$ cat config.mk
export PLATFORM = sky130hd
export DESIGN_NAME = tow_match_ctrl
export DESIGN_NICKNAME = d
export VERILOG_FILES = /design/src/rtl/tow_match_ctrl.sv
export SDC_FILE = /design/constraint.sdc
export NUM_CORES = 1
export LEC_CHECK = 0
export CAP_MARGIN = 20
export CORE_MARGIN = 5
export CORE_UTILIZATION = 35
export DETAILED_ROUTE_END_ITERATION = 12
export PLACE_DENSITY = 0.63
export SYNTH_ARGS = -nofsm -noshare
export SYNTH_HDL_FRONTEND = slang
export SYNTH_SLANG_ARGS = --single-unit
export TNS_END_PERCENT = 10
$ cat constraint.sdc
create_clock -name clk -period 3.7 [get_ports clk]
set_input_delay 0.74 -clock clk [delete_from_list [all_inputs] [get_ports clk]]
set_output_delay 0.74 -clock clk [all_outputs]
set_load 0.1 [all_outputs]
$ cat src/rtl/tow_match_ctrl.sv
// Best-of-N match sequencer for the tug-of-war game: serve countdown, play gating,
// round tally, timed pause between rounds and match winner.
module tow_match_ctrl #(
    parameter int WINS_TO_MATCH = 3,
    parameter int TICK_DIV      = 4,
    parameter int SERVE_TICKS   = 3,
    parameter int HOLD_TICKS    = 2
) (
    input  logic       clk,
    input  logic       reset,
    input  logic       start,
    input  logic       win1,
    input  logic       win2,
    output logic       round_reset,
    output logic       play_en,
    output logic [1:0] countdown,
    output logic [3:0] score1,
    output logic [3:0] score2,
    output logic       match_over,
    output logic [1:0] winner
);

    localparam int TW = (TICK_DIV > 1) ? $clog2(TICK_DIV) : 1;
    localparam int HW = (HOLD_TICKS > 1) ? $clog2(HOLD_TICKS) : 1;
    localparam logic [TW-1:0] TICK_LAST  = TW'(TICK_DIV - 1);
    localparam logic [HW-1:0] HOLD_LAST  = HW'(HOLD_TICKS - 1);
    localparam logic [3:0]    WINS       = 4'(WINS_TO_MATCH);
    localparam logic [1:0]    SERVE_LOAD = 2'(SERVE_TICKS);

    typedef enum logic [2:0] {
        IDLE,
        SERVE,
        PLAY,
        ROUND_END,
        MATCH_OVER
    } state_t;

    state_t          state_reg, state_next;
    logic [TW-1:0]   tick_cnt_reg, tick_cnt_next;
    logic [HW-1:0]   hold_cnt_reg, hold_cnt_next;
    logic [1:0]      countdown_reg, countdown_next;
    logic [3:0]      score1_reg, score1_next;
    logic [3:0]      score2_reg, score2_next;
    logic [1:0]      winner_reg, winner_next;
    logic            round_reset_reg, round_reset_next;
    logic            start_d_reg;
    logic            start_edge;
    logic            timed_state;
    logic            tick;

    // start_d powers up high so a start held through reset release is not an edge
    always_ff @(posedge clk or negedge reset) begin
        if (!reset) begin
            state_reg       <= IDLE;
            tick_cnt_reg    <= '0;
            hold_cnt_reg    <= '0;
            countdown_reg   <= '0;
            score1_reg      <= '0;
            score2_reg      <= '0;
            winner_reg      <= '0;
            round_reset_reg <= 1'b0;
            start_d_reg     <= 1'b1;
        end else begin
            state_reg       <= state_next;
            tick_cnt_reg    <= tick_cnt_next;
            hold_cnt_reg    <= hold_cnt_next;
            countdown_reg   <= countdown_next;
            score1_reg      <= score1_next;
            score2_reg      <= score2_next;
            winner_reg      <= winner_next;
            round_reset_reg <= round_reset_next;
            start_d_reg     <= start;
        end
    end

    assign start_edge  = start & ~start_d_reg;
    assign timed_state = (state_reg == SERVE) || (state_reg == ROUND_END);
    assign tick        = timed_state && (tick_cnt_reg == TICK_LAST);

    always_comb begin
        state_next       = state_reg;
        hold_cnt_next    = hold_cnt_reg;
        countdown_next   = countdown_reg;
        score1_next      = score1_reg;
        score2_next      = score2_reg;
        winner_next      = winner_reg;
        round_reset_next = 1'b0;
        // prescaler only runs while a timed state is active, so every entry sees it at 0
        if (timed_state) begin
            tick_cnt_next = tick ? '0 : tick_cnt_reg + TW'(1);
        end else begin
            tick_cnt_next = '0;
        end

        unique case (state_reg)
            IDLE, MATCH_OVER: begin
                if (start_edge) begin
                    state_next       = SERVE;
                    score1_next      = '0;
                    score2_next      = '0;
                    winner_next      = '0;
                    countdown_next   = SERVE_LOAD;
                    round_reset_next = 1'b1;
                    tick_cnt_next    = '0;
                end
            end
            SERVE: begin
                if (tick) begin
                    countdown_next = countdown_reg - 2'd1;
                    if (countdown_reg == 2'd1) begin
                        state_next = PLAY;
                    end
                end
            end
            PLAY: begin
                if (win1 || win2) begin
                    state_next    = ROUND_END;
                    hold_cnt_next = '0;
                    tick_cnt_next = '0;
                end
                if (win1 && !win2) begin
                    score1_next = score1_reg + 4'd1;
                    if (score1_reg + 4'd1 == WINS) begin
                        state_next  = MATCH_OVER;
                        winner_next = 2'b01;
                    end
                end else if (win2 && !win1) begin
                    score2_next = score2_reg + 4'd1;
                    if (score2_reg + 4'd1 == WINS) begin
                        state_next  = MATCH_OVER;
                        winner_next = 2'b10;
                    end
                end
            end
            ROUND_END: begin
                if (tick) begin
                    if (hold_cnt_reg == HOLD_LAST) begin
                        state_next       = SERVE;
                        countdown_next   = SERVE_LOAD;
                        round_reset_next = 1'b1;
                        tick_cnt_next    = '0;
                        hold_cnt_next    = '0;
                    end else begin
                        hold_cnt_next = hold_cnt_reg + HW'(1);
                    end
                end
            end
            default: begin
                state_next = IDLE;
            end
        endcase
    end

    assign round_reset = round_reset_reg;
    assign play_en     = (state_reg == PLAY);
    assign countdown   = countdown_reg;
    assign score1      = score1_reg;
    assign score2      = score2_reg;
    assign match_over  = (state_reg == MATCH_OVER);
    assign winner      = winner_reg;

endmodule

==> metrics <==
status complete, no violations; DP Worst Slack 1.33 ns; Clock Sink Count 20; P_leak ~0.65 nW; stages on the worst setup path 1; clk_lat worst skew 0.31 ns; CTS tree built; Mapped Cells between 100 and 150; IO Port Bufs 19; Net Count, Synth between 100 and 150; vias per cell between 5 and 6; core box area 3360 sq um; Critical Path RT 2.96 ns; Final Core Density 0.440; Multi-input gate area 644 sq um; Fin. Hold Viols 0; Fillers 357; Root Buffer clkbuf_4; Critical R2R Capture state_reg[1]; sequential area share after synthesis 0.412; Critical Path Start Type register; worst-case clock buffer depth 2; Post-CTS Setup Bufs 0; GRT overflow 0; type of the most critical hold path register to register; DR iter-0 viols 74; # hold bufs at CTS 0; n_diodes 0; YS warnings 0; register bit count reported by yosys 20; Yosys top cell by area dfrtp_1; most instantiated cells after synthesis dfrtp_1, inv_1, nand2_1; register area around 500 sq um; pwr dens 762 nW/um^2; Max IR drop VDD 0.484 mV; Chip Width about 69 um; Vias 1,032; mapped cell area 1220 sq um; slew margin rel. 0.349; Die Y 69.0 um; ANT nets after route 0; vias in the first global route 1,022; Synth area leaders dfrtp_1, ha_1, inv_1; FF-to-FF setup slack 1.85 ns; total wire length roughly 2.7 mm; Unique masters post-synth 49; drt drc 0; Clk pin slew, worst setup/hold paths 0.13 ns; WL per Instance around 15 um; GP Congestion about 0.8; FMAX around 0.37 GHz; PnR worst setup slack 0.979 ns; critical path's slowest cell clkdlybuf4s50_1; Post-synth ARST share 1.00; CP Launch Point score1[1]; cts repair resizes 0; actual slew at the worst max-slew pin 0.974 ns; most frequent cell after synthesis dfrtp_1; worst setup path end score1[1]; Max-Cap Viols 0; Max Slew Vio Count 0; HPWL Detailed 1.99 mm; Starting Density 0.362; Critical Path, Cell by Cell clkdlybuf4s50_1; Clock Skew between 0.009 and 0.01 ns; crit-path leading delay family buffers and inverters; Min Clock Period, post-route between 2 and 3 ns; nets@finish ~150; endpoints failing setup 0; Yosys top cell area share 0.390; Worst setup EP type primary output; cell depth of the worst flop-to-flop path 5; crit path buf inv count 1; global-route wire length before repair between 4 and 5 mm; RSZ-0062 raised after global routing no; Final period util 0.735; P&R area growth vs syn 21.6%; initial antenna violation count 0; EDFF count, synth 0; top_reg_cell synth dfrtp_1; mean post-synth cell area 10.1 sq um; critical-path maximum fanout 7; largest net degree at the start of global routing 21; Arr. time, crit path 1.98 ns; Setup TNS 0 ns; share of post-route cells with drive strength above 1 0.114; drt first pass iters 4; # IOs 20; H-Tree Depth 1; die area 4760 sq um; All-Layer GR Usage 0.116; CP max stage delay 1.18 ns; reg2reg start score2[0]; Num CTS Buffers 3; num rows 21; CP Class register to primary output
==> cells by family (layout without fill, tap and decap cells) <==
| family | Yosys count | after routing | share of synthesized area |
|---|---|---|---|
| simple gates | 42 | 42 | 0.216 |
| compound gates | 34 | 34 | 0.213 |
| flops | 20 | 20 | 0.412 |
| buf+inv | 14 | 33 | 0.0595 |
| fa+ha+maj | 6 | 6 | 0.0616 |
| mux | 3 | 3 | 0.0246 |
| xor+xnor | 2 | 2 | 0.0144 |
==> cells in the final DEF (no fill, tap or decap), types with 2 or more instances in the layout <==
cell | Yosys | layout
clkbuf_4 | 0 | 3
nor3b_1 | 3 | 3
o211a_1 | 2 | 2
and3_1 | 3 | 3
ha_1 | 6 | 6
nor4b_1 | 2 | 2
nor2b_1 | 2 | 2
nand3_1 | 4 | 4
o22a_1 | 2 | 2
o21ai_0 | 3 | 3
a211oi_1 | 2 | 2
nand2_1 | 9 | 9
inv_1 | 9 | 9
nor3_1 | 4 | 4
buf_4 | 0 | 2
dfrtp_1 | 19 | 19
nor2_1 | 4 | 4
a21oi_1 | 2 | 2
mux2i_1 | 3 | 3
a31oi_1 | 2 | 2
clkdlybuf4s50_1 | 0 | 17
a21bo_2 | 2 | 2
nand3b_1 | 3 | 3
o21ai_1 | 5 | 5
==> per-stage QoR <==
stage | cell area (sq um) | hold slack (ns) | power [mW] | cells
final | 1480 | 0.458 | 1.13 | 186
after global routing | 1480 | 0.493 | 1.18 | 186
after global placement | 1430 | 0.435 | 0.937 | 182
after floorplan | 1220 | 0.419 | 0.823 | 121
after CTS | 1480 | 0.465 | 1.14 | 186
after detailed placement | 1430 | 0.448 | 0.954 | 182
==> layout make-up <==
cell class / instances / share of cell area
clock buffers: 3 / 0.0152
multi-input cells: 87 / 0.435
well taps: 46 / 0.0389
inverters: 10 / 0.0270
repair buffers: 19 / 0.125
clock inverters: 1 / 0.0203
flip-flops and latches: 20 / 0.339
==> layer usage <==
metal / track usage / share of wire / wire length (um) / vias to the layer above
li1: - / - / - / 488
met1: 0.148 / 0.47 / 1280 / 511
met2: 0.193 / 0.46 / 1250 / 29
met3: 0.0262 / 0.057 / 154 / 4
met4: 0.0390 / 0.0099 / 27 / 0
met5: 0 / 0 / 0 / -
==> worst min path at each step <==
stage	from	endpoint	slack, ns	depth (start not counted)
final	tick_cnt_reg[0]	tick_cnt_reg[0]	0.46	1
after global placement	tick_cnt_reg[0]	tick_cnt_reg[0]	0.43	1
after global routing	tick_cnt_reg[0]	tick_cnt_reg[0]	0.49	1
after floorplan	tick_cnt_reg[0]	tick_cnt_reg[0]	0.42	1
after detailed placement	tick_cnt_reg[0]	tick_cnt_reg[0]	0.45	1
after CTS	tick_cnt_reg[0]	tick_cnt_reg[0]	0.46	1
==> worst register-to-register path: cells and delay by family (launching register included) <==
| family | cells | cell delay, ns |
|---|---|---|
| AND/OR/NAND/NOR | 1 | 0.33 |
| AO/OA/AOI/OAI | 3 | 0.65 |
| flip-flops | 1 | 0.48 |
| adder cells (fa/ha/maj) | 1 | 0.28 |
==> report_power, final <==
| part | total (mW) | switching, mW | internal [mW] |
|---|---|---|---|
| registers | 0.361 | 0.0841 | 0.277 |
| logic | 0.586 | 0.404 | 0.182 |
| clock network | 0.182 | 0.0721 | 0.109 |
Power figures use the tool's default switching activity.
